===== config.mk =====
export PLATFORM = sky130hd
export DESIGN_NAME = mc_ctrl_fsm_flat
export DESIGN_NICKNAME = d
export VERILOG_FILES = /design/src/rtl/mc_pkg.sv /design/src/rtl/mc_ctrl_fsm_if.sv /design/src/rtl/mc_alu_ctrl.sv /design/src/rtl/mc_ctrl_fsm.sv /design/src/flat_wrapper.sv
export SDC_FILE = /design/constraint.sdc
export NUM_CORES = 1
export LEC_CHECK = 0
export BUFFER_PORTS_ARGS = -buffer_cell sky130_fd_sc_hd__buf_2
export CORE_UTILIZATION = 44
export DETAILED_ROUTE_END_ITERATION = 16
export PLACE_DENSITY = 0.78
export SETUP_SLACK_MARGIN = 0.4
export SYNTH_ARGS = -nofsm -noshare
export SYNTH_HDL_FRONTEND = slang
export SYNTH_SLANG_ARGS = --single-unit

===== constraint.sdc =====
create_clock -name clk -period 2.6 [get_ports clk]
set_clock_uncertainty 0.1 [all_clocks]
set_input_delay 0.65 -clock clk [delete_from_list [all_inputs] [get_ports clk]]
set_output_delay 0.65 -clock clk [all_outputs]
set_load 0.03 [all_outputs]

===== src/rtl/mc_pkg.sv =====
// Shared encodings for the multi-cycle MIPS main controller: opcodes, functs,
// ALU operations, datapath select codes and the controller state set.
package mc_pkg;

    localparam logic [5:0] OP_RTYPE = 6'h00;
    localparam logic [5:0] OP_J     = 6'h02;
    localparam logic [5:0] OP_JAL   = 6'h03;
    localparam logic [5:0] OP_BEQ   = 6'h04;
    localparam logic [5:0] OP_ADDI  = 6'h08;
    localparam logic [5:0] OP_ORI   = 6'h0d;
    localparam logic [5:0] OP_LUI   = 6'h0f;
    localparam logic [5:0] OP_LW    = 6'h23;
    localparam logic [5:0] OP_SW    = 6'h2b;

    localparam logic [5:0] FN_JR    = 6'h08;
    localparam logic [5:0] FN_ADDU  = 6'h21;
    localparam logic [5:0] FN_SUBU  = 6'h23;
    localparam logic [5:0] FN_SLT   = 6'h2a;

    localparam logic [2:0] ALU_ADD  = 3'b000;
    localparam logic [2:0] ALU_SUB  = 3'b001;
    localparam logic [2:0] ALU_OR   = 3'b010;
    localparam logic [2:0] ALU_AND  = 3'b011;
    localparam logic [2:0] ALU_SLT  = 3'b100;

    localparam logic       SRC_A_PC     = 1'b0;
    localparam logic       SRC_A_REG    = 1'b1;
    localparam logic [1:0] SRC_B_REG    = 2'b00;
    localparam logic [1:0] SRC_B_FOUR   = 2'b01;
    localparam logic [1:0] SRC_B_IMM    = 2'b10;
    localparam logic [1:0] SRC_B_IMMSH2 = 2'b11;

    localparam logic [1:0] EXT_ZERO = 2'b00;
    localparam logic [1:0] EXT_SIGN = 2'b01;
    localparam logic [1:0] EXT_LUI  = 2'b10;

    localparam logic [1:0] DST_RT   = 2'b00;
    localparam logic [1:0] DST_RD   = 2'b01;
    localparam logic [1:0] DST_RA   = 2'b10;

    localparam logic [1:0] M2R_ALU  = 2'b00;
    localparam logic [1:0] M2R_MDR  = 2'b01;
    localparam logic [1:0] M2R_PC   = 2'b10;

    localparam logic [1:0] PC_ALU    = 2'b00;
    localparam logic [1:0] PC_ALUOUT = 2'b01;
    localparam logic [1:0] PC_JUMP   = 2'b10;
    localparam logic [1:0] PC_REG    = 2'b11;

    typedef enum logic [3:0] {
        FETCH   = 4'd0,
        DCD     = 4'd1,
        EXE_R   = 4'd2,
        WB_R    = 4'd3,
        EXE_I   = 4'd4,
        WB_I    = 4'd5,
        MEM_ADR = 4'd6,
        MEM_RD  = 4'd7,
        MEM_WR  = 4'd8,
        WB_LW   = 4'd9,
        BRANCH  = 4'd10,
        JUMP    = 4'd11,
        JR      = 4'd12,
        JAL     = 4'd13
    } state_t;

endpackage


===== src/rtl/mc_ctrl_fsm_if.sv =====
// Controller <-> datapath bundle: instruction fields and ALU flags in,
// enables and selects out.
interface mc_ctrl_fsm_if;
    import mc_pkg::*;

    logic [5:0] opcode;
    logic [5:0] funct;
    logic       zero;
    logic       ov;
    logic       pc_we;
    logic       ir_we;
    logic       mem_we;
    logic       reg_we;
    logic       alu_src_a;
    logic [1:0] alu_src_b;
    logic [2:0] alu_op;
    logic [1:0] ext_op;
    logic [1:0] reg_dst;
    logic [1:0] mem_to_reg;
    logic [1:0] pc_src;
    logic       illegal;
    logic       ov_flag;
    logic [3:0] state;

    modport master (
        input  opcode, funct, zero, ov,
        output pc_we, ir_we, mem_we, reg_we, alu_src_a, alu_src_b, alu_op,
               ext_op, reg_dst, mem_to_reg, pc_src, illegal, ov_flag, state
    );

    modport slave (
        output opcode, funct, zero, ov,
        input  pc_we, ir_we, mem_we, reg_we, alu_src_a, alu_src_b, alu_op,
               ext_op, reg_dst, mem_to_reg, pc_src, illegal, ov_flag, state
    );

endinterface


===== src/rtl/mc_alu_ctrl.sv =====
// ALU operation and immediate-extension select, decoded from controller
// state and the instruction fields.
module mc_alu_ctrl
    import mc_pkg::*;
(
    input  state_t     state,
    input  logic [5:0] opcode,
    input  logic [5:0] funct,
    output logic [2:0] alu_op,
    output logic [1:0] ext_op
);

    always_comb begin
        alu_op = ALU_ADD;
        ext_op = EXT_ZERO;
        case (state)
            DCD, MEM_ADR: ext_op = EXT_SIGN;
            BRANCH:       alu_op = ALU_SUB;
            EXE_R: begin
                case (funct)
                    FN_SUBU: alu_op = ALU_SUB;
                    FN_SLT:  alu_op = ALU_SLT;
                    default: alu_op = ALU_ADD;
                endcase
            end
            EXE_I: begin
                // lui adds the shifted immediate to $0, so it stays on ALU_ADD
                case (opcode)
                    OP_ADDI: ext_op = EXT_SIGN;
                    OP_ORI:  alu_op = ALU_OR;
                    OP_LUI:  ext_op = EXT_LUI;
                    default: ext_op = EXT_ZERO;
                endcase
            end
            default: begin
                alu_op = ALU_ADD;
                ext_op = EXT_ZERO;
            end
        endcase
    end

endmodule


===== src/rtl/mc_ctrl_fsm.sv =====
// Multi-cycle MIPS main controller: Moore FSM driving PC/IR/regfile/memory
// enables and datapath selects.
//
//   state   | meaning
//   FETCH   | IR <= mem[PC], PC <= PC+4
//   DCD     | read regs, ALUOut <= branch target, dispatch on opcode/funct
//   EXE_R   | ALUOut <= A op B
//   WB_R    | rd <= ALUOut
//   EXE_I   | ALUOut <= A op ext(imm), capture addi overflow
//   WB_I    | rt <= ALUOut unless suppressed by overflow
//   MEM_ADR | ALUOut <= A + sext(imm)
//   MEM_RD  | MDR <= mem[ALUOut]
//   MEM_WR  | mem[ALUOut] <= B
//   WB_LW   | rt <= MDR
//   BRANCH  | compare A-B, PC <= ALUOut if zero
//   JUMP    | PC <= jump target
//   JR      | PC <= A
//   JAL     | PC <= jump target, $31 <= PC
module mc_ctrl_fsm
    import mc_pkg::*;
#(
    parameter bit OV_SUPPRESS = 1'b1
) (
    input  logic          clk,
    input  logic          rst,
    mc_ctrl_fsm_if.master bus
);

    state_t     state_q, state_d;
    logic       ov_q;
    logic [2:0] alu_op_c;
    logic [1:0] ext_op_c;

    mc_alu_ctrl u_alu_ctrl (
        .state  (state_q),
        .opcode (bus.opcode),
        .funct  (bus.funct),
        .alu_op (alu_op_c),
        .ext_op (ext_op_c)
    );

    always_ff @(posedge clk) begin
        if (rst) begin
            state_q <= FETCH;
            ov_q    <= 1'b0;
        end else begin
            state_q <= state_d;
            ov_q    <= (state_q == EXE_I) && bus.ov && (bus.opcode == OP_ADDI);
        end
    end

    always_comb begin
        state_d        = FETCH;
        bus.pc_we      = 1'b0;
        bus.ir_we      = 1'b0;
        bus.mem_we     = 1'b0;
        bus.reg_we     = 1'b0;
        bus.alu_src_a  = SRC_A_PC;
        bus.alu_src_b  = SRC_B_REG;
        bus.reg_dst    = DST_RT;
        bus.mem_to_reg = M2R_ALU;
        bus.pc_src     = PC_ALU;
        bus.illegal    = 1'b0;
        bus.ov_flag    = 1'b0;
        // outputs are forced quiet for the whole reset cycle
        if (!rst) begin
            case (state_q)
                FETCH: begin
                    bus.ir_we     = 1'b1;
                    bus.pc_we     = 1'b1;
                    bus.alu_src_b = SRC_B_FOUR;
                    state_d       = DCD;
                end
                DCD: begin
                    bus.alu_src_b = SRC_B_IMMSH2;
                    case (bus.opcode)
                        OP_RTYPE: begin
                            case (bus.funct)
                                FN_ADDU, FN_SUBU, FN_SLT: state_d = EXE_R;
                                FN_JR:   state_d = JR;
                                default: bus.illegal = 1'b1;
                            endcase
                        end
                        OP_ADDI, OP_ORI, OP_LUI: state_d = EXE_I;
                        OP_LW, OP_SW:            state_d = MEM_ADR;
                        OP_BEQ:                  state_d = BRANCH;
                        OP_J:                    state_d = JUMP;
                        OP_JAL:                  state_d = JAL;
                        default:                 bus.illegal = 1'b1;
                    endcase
                end
                EXE_R: begin
                    bus.alu_src_a = SRC_A_REG;
                    state_d       = WB_R;
                end
                WB_R: begin
                    bus.reg_dst = DST_RD;
                    bus.reg_we  = 1'b1;
                end
                EXE_I: begin
                    bus.alu_src_a = SRC_A_REG;
                    bus.alu_src_b = SRC_B_IMM;
                    state_d       = WB_I;
                end
                WB_I: begin
                    bus.reg_we  = !(OV_SUPPRESS && ov_q);
                    bus.ov_flag = ov_q;
                end
                MEM_ADR: begin
                    bus.alu_src_a = SRC_A_REG;
                    bus.alu_src_b = SRC_B_IMM;
                    state_d       = (bus.opcode == OP_SW) ? MEM_WR : MEM_RD;
                end
                MEM_WR:  bus.mem_we = 1'b1;
                MEM_RD:  state_d    = WB_LW;
                WB_LW: begin
                    bus.mem_to_reg = M2R_MDR;
                    bus.reg_we     = 1'b1;
                end
                BRANCH: begin
                    bus.alu_src_a = SRC_A_REG;
                    bus.pc_src    = PC_ALUOUT;
                    bus.pc_we     = bus.zero;
                end
                JUMP: begin
                    bus.pc_src = PC_JUMP;
                    bus.pc_we  = 1'b1;
                end
                JR: begin
                    bus.pc_src = PC_REG;
                    bus.pc_we  = 1'b1;
                end
                JAL: begin
                    bus.pc_src     = PC_JUMP;
                    bus.pc_we      = 1'b1;
                    bus.reg_dst    = DST_RA;
                    bus.mem_to_reg = M2R_PC;
                    bus.reg_we     = 1'b1;
                end
                default: state_d = FETCH;
            endcase
        end
    end

    assign bus.alu_op = rst ? ALU_ADD : alu_op_c;
    assign bus.ext_op = rst ? EXT_ZERO : ext_op_c;
    assign bus.state  = state_q;

endmodule


===== src/flat_wrapper.sv =====
// flat-port wrapper written by rule: the top's interface ports become plain ports
module mc_ctrl_fsm_flat import mc_pkg::*;
#(
    parameter bit OV_SUPPRESS = 1'b1
)
  (clk, rst, bus_opcode, bus_funct, bus_zero, bus_ov, bus_pc_we, bus_ir_we, bus_mem_we, bus_reg_we, bus_alu_src_a, bus_alu_src_b, bus_alu_op, bus_ext_op, bus_reg_dst, bus_mem_to_reg, bus_pc_src, bus_illegal, bus_ov_flag, bus_state);
  mc_ctrl_fsm_if bus_i ();
  input  logic clk;
  input  logic rst;
  input wire logic [$bits(bus_i.opcode)-1:0] bus_opcode;
  input wire logic [$bits(bus_i.funct)-1:0] bus_funct;
  input wire logic [$bits(bus_i.zero)-1:0] bus_zero;
  input wire logic [$bits(bus_i.ov)-1:0] bus_ov;
  output wire logic [$bits(bus_i.pc_we)-1:0] bus_pc_we;
  output wire logic [$bits(bus_i.ir_we)-1:0] bus_ir_we;
  output wire logic [$bits(bus_i.mem_we)-1:0] bus_mem_we;
  output wire logic [$bits(bus_i.reg_we)-1:0] bus_reg_we;
  output wire logic [$bits(bus_i.alu_src_a)-1:0] bus_alu_src_a;
  output wire logic [$bits(bus_i.alu_src_b)-1:0] bus_alu_src_b;
  output wire logic [$bits(bus_i.alu_op)-1:0] bus_alu_op;
  output wire logic [$bits(bus_i.ext_op)-1:0] bus_ext_op;
  output wire logic [$bits(bus_i.reg_dst)-1:0] bus_reg_dst;
  output wire logic [$bits(bus_i.mem_to_reg)-1:0] bus_mem_to_reg;
  output wire logic [$bits(bus_i.pc_src)-1:0] bus_pc_src;
  output wire logic [$bits(bus_i.illegal)-1:0] bus_illegal;
  output wire logic [$bits(bus_i.ov_flag)-1:0] bus_ov_flag;
  output wire logic [$bits(bus_i.state)-1:0] bus_state;
  assign bus_i.opcode = bus_opcode;
  assign bus_i.funct = bus_funct;
  assign bus_i.zero = bus_zero;
  assign bus_i.ov = bus_ov;
  assign bus_pc_we = bus_i.pc_we;
  assign bus_ir_we = bus_i.ir_we;
  assign bus_mem_we = bus_i.mem_we;
  assign bus_reg_we = bus_i.reg_we;
  assign bus_alu_src_a = bus_i.alu_src_a;
  assign bus_alu_src_b = bus_i.alu_src_b;
  assign bus_alu_op = bus_i.alu_op;
  assign bus_ext_op = bus_i.ext_op;
  assign bus_reg_dst = bus_i.reg_dst;
  assign bus_mem_to_reg = bus_i.mem_to_reg;
  assign bus_pc_src = bus_i.pc_src;
  assign bus_illegal = bus_i.illegal;
  assign bus_ov_flag = bus_i.ov_flag;
  assign bus_state = bus_i.state;
  mc_ctrl_fsm #(.OV_SUPPRESS(OV_SUPPRESS)) u_core (.clk(clk), .rst(rst), .bus(bus_i));
endmodule

==> metrics.md, run 1 <==
| Metric | Value |
|---|---|
| Result of the run | aborted with a tool error |
| Hold-fix buffer count after cts | 0 |
| Synth Flop Type | sky130_fd_sc_hd__dfxtp_1 |
| Async S/R FF share, synth | 0% |
| Setup slack at placement | -0.0192 ns |
| Count of different cell masters after synthesis | between 40 and 50 |
| Half-perimeter wire length of the detailed placement result | approximately 2.0 mm |
| TritonCTS Sinks | 5 |
| RD Place Congestion | just over 0.9 |
| Count of mapped cells out of synthesis | roughly 110 |
| Error message | [ERROR DPL-0038] Utilization greater than 100%, impossible to legalize |
| Crit. endpoint post-GRT repair | bus_illegal |
| Stage where the flow stopped | global routing (5_1_grt) |
| Clock buffer depth | 2 |
| Worst EP Category | primary output |
| Initial Utilization | between 40% and 50% |
| Net count of the mapped netlist | 125 |
| Quantity of I/O buffers inserted on ports | 39 |
| Die X-Extent | ~44 um |
| Placed instance area | 1200 um^2 |
| Number of enable flip-flop cells after synthesis | 0 |
| Yosys reg bits | 5 |
| Sequential element share of the synthesized area | between 10% and 20% |
| Root buffer selected by CTS | sky130_fd_sc_hd__clkbuf_4 |
| Maximum level of the CTS H-tree | 1 |
| Number of warnings printed during yosys synthesis | 0 |
| Cell row count | 14 |
| Top-Level Pins | 40 |
| Per-instance average area after synthesis | just over 7 um^2 |
| Synthesized cell area | about 770 um^2 |
| Maximum number of pins on one net before global-route repair | 16 |
| Inserted Clock Buffers | 3 |
| Die boundary height | 43.8 um |
[cell usage after synthesis (all sizes together), types with 4 or more instances]
cell / number / share of area, %
a21oi: 6 / 3.9
buf: 5 / 5.2
clkbuf: 4 / 2.0
dfxtp: 5 / 13
nand2: 5 / 2.4
nand2b: 7 / 5.7
nor2: 10 / 4.9
nor3: 9 / 6.5
nor4: 5 / 4.1
o21ai: 6 / 3.9
[through the flow]
step | setup TNS [ns] | hold slack, ns | std cells | util (%)
4_1_cts | -0.0139 | 0.478 | 183 | 92.7
3_5_place_dp | -0.0283 | 0.490 | 172 | 75.9
3_3_place_gp | 0 | 0.479 | 172 | 75.9
2_1_floorplan | 0 | 0.687 | 109 | -
[logic make-up after synthesis]
| logic type | after synthesis | share of synthesized area (%) |
|---|---|---|
| compound gates | 27 | 25.9 |
| simple gates | 62 | 48.1 |
| mux | 3 | 4.39 |
| flops | 5 | 13.0 |
| buf+inv | 12 | 8.62 |
[repair_timing]
| item | CTS |
|---|---|
| resized for setup | 55 |
| buffers inserted | 7 |
| endpoints found under the setup margin | 16 |
| hold endpoints to repair | 0 |
| pin swaps | 15 |
==> inputs of run 2 (changes only) <==
--- a/config.mk
+++ b/config.mk
@@ -6,10 +6,10 @@
 export NUM_CORES = 1
 export LEC_CHECK = 0
 export BUFFER_PORTS_ARGS = -buffer_cell sky130_fd_sc_hd__buf_2
-export CORE_UTILIZATION = 44
+export CORE_AREA = 2 2 63 65
 export DETAILED_ROUTE_END_ITERATION = 16
-export PLACE_DENSITY = 0.78
-export SETUP_SLACK_MARGIN = 0.4
+export DIE_AREA = 0 0 65 67
+export PLACE_DENSITY_LB_ADDON = 0.15
 export SYNTH_ARGS = -nofsm -noshare
 export SYNTH_HDL_FRONTEND = slang
 export SYNTH_SLANG_ARGS = --single-unit
==> metrics.md, run 2 <==
| Metric | Value |
|---|---|
| Die boundary height | 67 um (+53%) |
| Top-Level Pins | 40 (unchanged) |
| Clock buffer depth | 2 (unchanged) |
| Remaining Overflow, GRT | 0 |
| Maximum level of the CTS H-tree | 1 (unchanged) |
| Half-perimeter wire length of the detailed placement result | 2.24 mm (+11%) |
| Post-synthesis share of cell area spent on full adders, half adders and majority gates | 0% (unchanged) |
| Maximum number of pins on one net before global-route repair | 12 |
| Delay of the slowest cell on the worst path | 0.54 ns |
| Ranking of synthesized cells by instance count | 10 x sky130_fd_sc_hd__nor2_1, 8 x sky130_fd_sc_hd__nor3_1, 7 x sky130_fd_sc_hd__nand2b_1 |
| Critical path's slowest cell | sky130_fd_sc_hd__or4b_4 |
| RD Place Congestion | 0.820 (-12%) |
| Async S/R FF share, synth | 0% (unchanged) |
| Clock latency at the later pin of the worst-skew pair | between 0.2 and 0.25 ns |
| Count of mapped cells out of synthesis | 109 (unchanged) |
| Share of layout cells above drive strength 1 | 48.5% |
| Switching share of total power | between 30% and 40% |
| Final setup margin | -0.00113 ns |
| Total routed wirelength | 2.79 mm |
| TritonCTS Sinks | 5 (unchanged) |
| Clock power share | 40.5% |
| Number of optimization iterations in the first detailed-route pass | 4 |
| Number of warnings printed during yosys synthesis | 0 (unchanged) |
| Net switching power | between 0.1 and 0.15 mW |
| Initial Utilization | 21.3% (-27 points) |
| Setup repair after global routing missed its margin | yes |
| Sequential element share of the synthesized area | 13.0% (unchanged) |
| Highest clock rate | 384 MHz |
| Final non-filler cell total | 217 |
| Max-slew headroom at the worst pin | between 70% and 80% |
| Number of enable flip-flop cells after synthesis | 0 (unchanged) |
| Static power due to leakage | roughly 0.58 nW |
| Net count of the mapped netlist | 125 (unchanged) |
| Power per standard cell area | approximately 270 nW/um^2 |
| CP required | 1.85 ns |
| Cell total after placement | 209 (+22%) |
| CP Capture Type | primary output |
| Compound-cell area share of the yosys netlist | 25.9% (unchanged) |
| Hold-fix buffer count after cts | 0 (unchanged) |
| Max Transition Viols Final | 0 |
| Number of max-cap violations | 0 |
| Die X-Extent | 65 um (+48%) |
| Sequence of cells on the critical path | buf_8 -> or4b_4 -> o32ai_4 -> nor4b_4 -> buf_4 |
| Crit Reg-Reg Startpoint | u_core.bus.state[3]$_SDFF_PP0_ |
| Total Power | about 0.35 mW |
| First-pass GRT wire length | 4.60 mm |
| Cell types with the largest area share after synthesis | sky130_fd_sc_hd__dfxtp_1 13%, sky130_fd_sc_hd__nand2b_1 5.7%, sky130_fd_sc_hd__nor3_1 5.2% |
| Filler Cell Count | a little over 400 |
| Internal power | 0.241 mW |
| Area taken by multi-input logic gates | ~660 um^2 |
| Final routed DRC violation total | 0 |
| Avg WL per Cell | 12.9 um |
| Result of the run | finished with violations |
| Met1 routing resource usage after global routing | 17.4% |
| Floorplan core area | 3610 um^2 |
| CP bufs+invs | 2 |
| Mux cell area share after synthesis | 4.39% (unchanged) |
| Vias after detailed routing | about 1100 |
| Proportion of power drawn by combinational gates | 36.0% |
| Number of failing hold endpoints at the final stage | 0 |
| Per-instance average area after synthesis | 7.06 um^2 (unchanged) |
| Part of the power in registers | about a quarter |
| Area delta synth->final | 66.0% |
| Worst hold slack | 0.458 ns |
| Most instantiated library cell after synthesis | sky130_fd_sc_hd__nor2_1 |
| Reg area | between 100 and 150 um^2 |
| Failing checks | negative setup slack |
| Largest fanout on the critical path | 4 |
| Vias in the first global route | 967 |
| Beginning of the critical path | bus_opcode[0] |
| Met2 track demand over resource | roughly 22% |
| Category of the most critical setup path | primary input to primary output |
| Root buffer selected by CTS | sky130_fd_sc_hd__clkbuf_8 |
| Final #Nets | 186 |
| DR vias/cell | 4.91 |
| IR drop worst, VDD | 0.000247 V |
| Highest-count cells in the layout ignoring fill and taps | 37 x sky130_fd_sc_hd__buf_2, 27 x sky130_fd_sc_hd__buf_4, 10 x sky130_fd_sc_hd__nor2_1 |
| Beginning of the worst hold path | u_core.bus.state[1]$_SDFF_PP0_ |
| Dominant combinational cell family by area after synthesis | simple AND/OR/NAND/NOR gates |
| Xor/xnor cell area share of the yosys netlist | 0% (unchanged) |
| Cell row count | 22 (+8) |
| Number of setup violations in the final report | 1 |
| Simple-gate share of the synthesized area | 48.1% (unchanged) |
| Quantity of I/O buffers inserted on ports | 39 (unchanged) |
| Initial antenna violation count | 0 |
| Cell family with most CP delay | simple AND/OR/NAND/NOR gates |
| Most frequent standard cell in the layout excluding fill and tap cells | sky130_fd_sc_hd__buf_2 |
| Max reg flops | 4 |
| Min cycle time layout | roughly 2.6 ns |
| Kind of path behind the tightest hold check | flip-flop to flip-flop |
| Worst Tran Pin Value | 0.420 ns |
| Gr busiest metal | met2 |
| Crit path launch type | primary input |
| Period utilisation layout | 100% |
| Yosys reg bits | 5 (unchanged) |
| Synth Flop Type | sky130_fd_sc_hd__dfxtp_1 |
| All-layer global routing usage | about an eighth |
| Met3 Use GR | 3.55% |
| Setup_tns | -0.00113 ns |
| Clock tree from TritonCTS | built |
| Die Area | 4360 um^2 |
| Ant. Diodes | 0 |
| Routed Antenna Nets | 0 |
| Synthesized cell area | 769 um^2 (unchanged) |
| First-iteration detailed-routing DRC count | 40 |
| Reg2reg setup slack | around 0.87 ns |
| Fraction of synthesized cell area taken by the top area cell type | 13.0% (unchanged) |
| Library cell occupying the most area in the post-synthesis netlist | sky130_fd_sc_hd__dfxtp_1 |
| Clock transition at path regs | roughly 0.040 ns |
| Data arrival at the endpoint of the critical path | around 1.9 ns |
| Count of different cell masters after synthesis | 43 (unchanged) |
| Inserted Clock Buffers | 3 (unchanged) |
## run 2: cell counts after synthesis
Identical to the previous run, type by type.
## run 2: path summary, 6_finish.rpt
check / end / cells past startpoint
hold / removal: u_core.bus.state[0]$_SDFF_PP0_ / 1
hold reg to reg: u_core.bus.state[0]$_SDFF_PP0_ / 1
setup reg to reg: u_core.bus.state[3]$_SDFF_PP0_ / 4
setup / recovery: bus_illegal / 5
## run 2: metrics by stage
| step | worst slack (ns) | util (%) | area (um^2) |
|---|---|---|---|
| after global routing | -0.0479 | 35.4 | 1280 |
| after floorplan | 0.0248 | - | 808 |
| after CTS | -0.00128 | 34.2 | 1230 |
| after detailed placement | -0.0407 | 32.5 | 1170 |
| after global placement | -0.0226 | 32.5 | 1170 |
| final | -0.00113 | 35.4 | 1280 |
## run 2: area by class of cell
class,instances,area share (%)
Multi-Input combinational cell,92,51.5
Timing Repair Buffer,65,31.5
Sequential cell,5,7.84
Tap cell,48,4.70
Clock buffer,4,3.53
Inverter,3,0.881
## run 2: cell families (layout without fill, tap and decap cells)
family	after synthesis	in the layout
compound gates	27	27
simple gates	62	62
flops	5	5
mux	3	3
buf+inv	12	72
## run 2: per-layer routing
metal,part of all wire [%],routed length (um)
met1,48,1330
met2,45,1270
met3,6.3,177
met4,0.50,14
met5,0,0
## run 2: power groups by stage
stage	Combinational [mW]	Clock, mW	Sequential [mW]
finish	0.125	0.140	0.0816
global route	0.136	0.154	0.0820
CTS	0.119	0.145	0.0816
detailed placement	0.116	0	0.0827
global placement	0.116	0	0.0827
floorplan	0.0632	0	0.0843
## run 2: timing repair
item	4_1_cts	5_1_grt
gates resized for setup	2	6
setup buffers	0	4
pin swaps	0	3
endpoints found under the setup margin	2	2
## run 2: worst register-to-register path: stages, from the launching register on
cell and delay (ns):
sky130_fd_sc_hd__dfxtp_1 0.38, sky130_fd_sc_hd__or2_1 0.32, sky130_fd_sc_hd__nor4_1 0.28, sky130_fd_sc_hd__o21ai_1 0.19, sky130_fd_sc_hd__o41ai_2 0.36
Note: power is estimated with default switching activity, not from simulation.
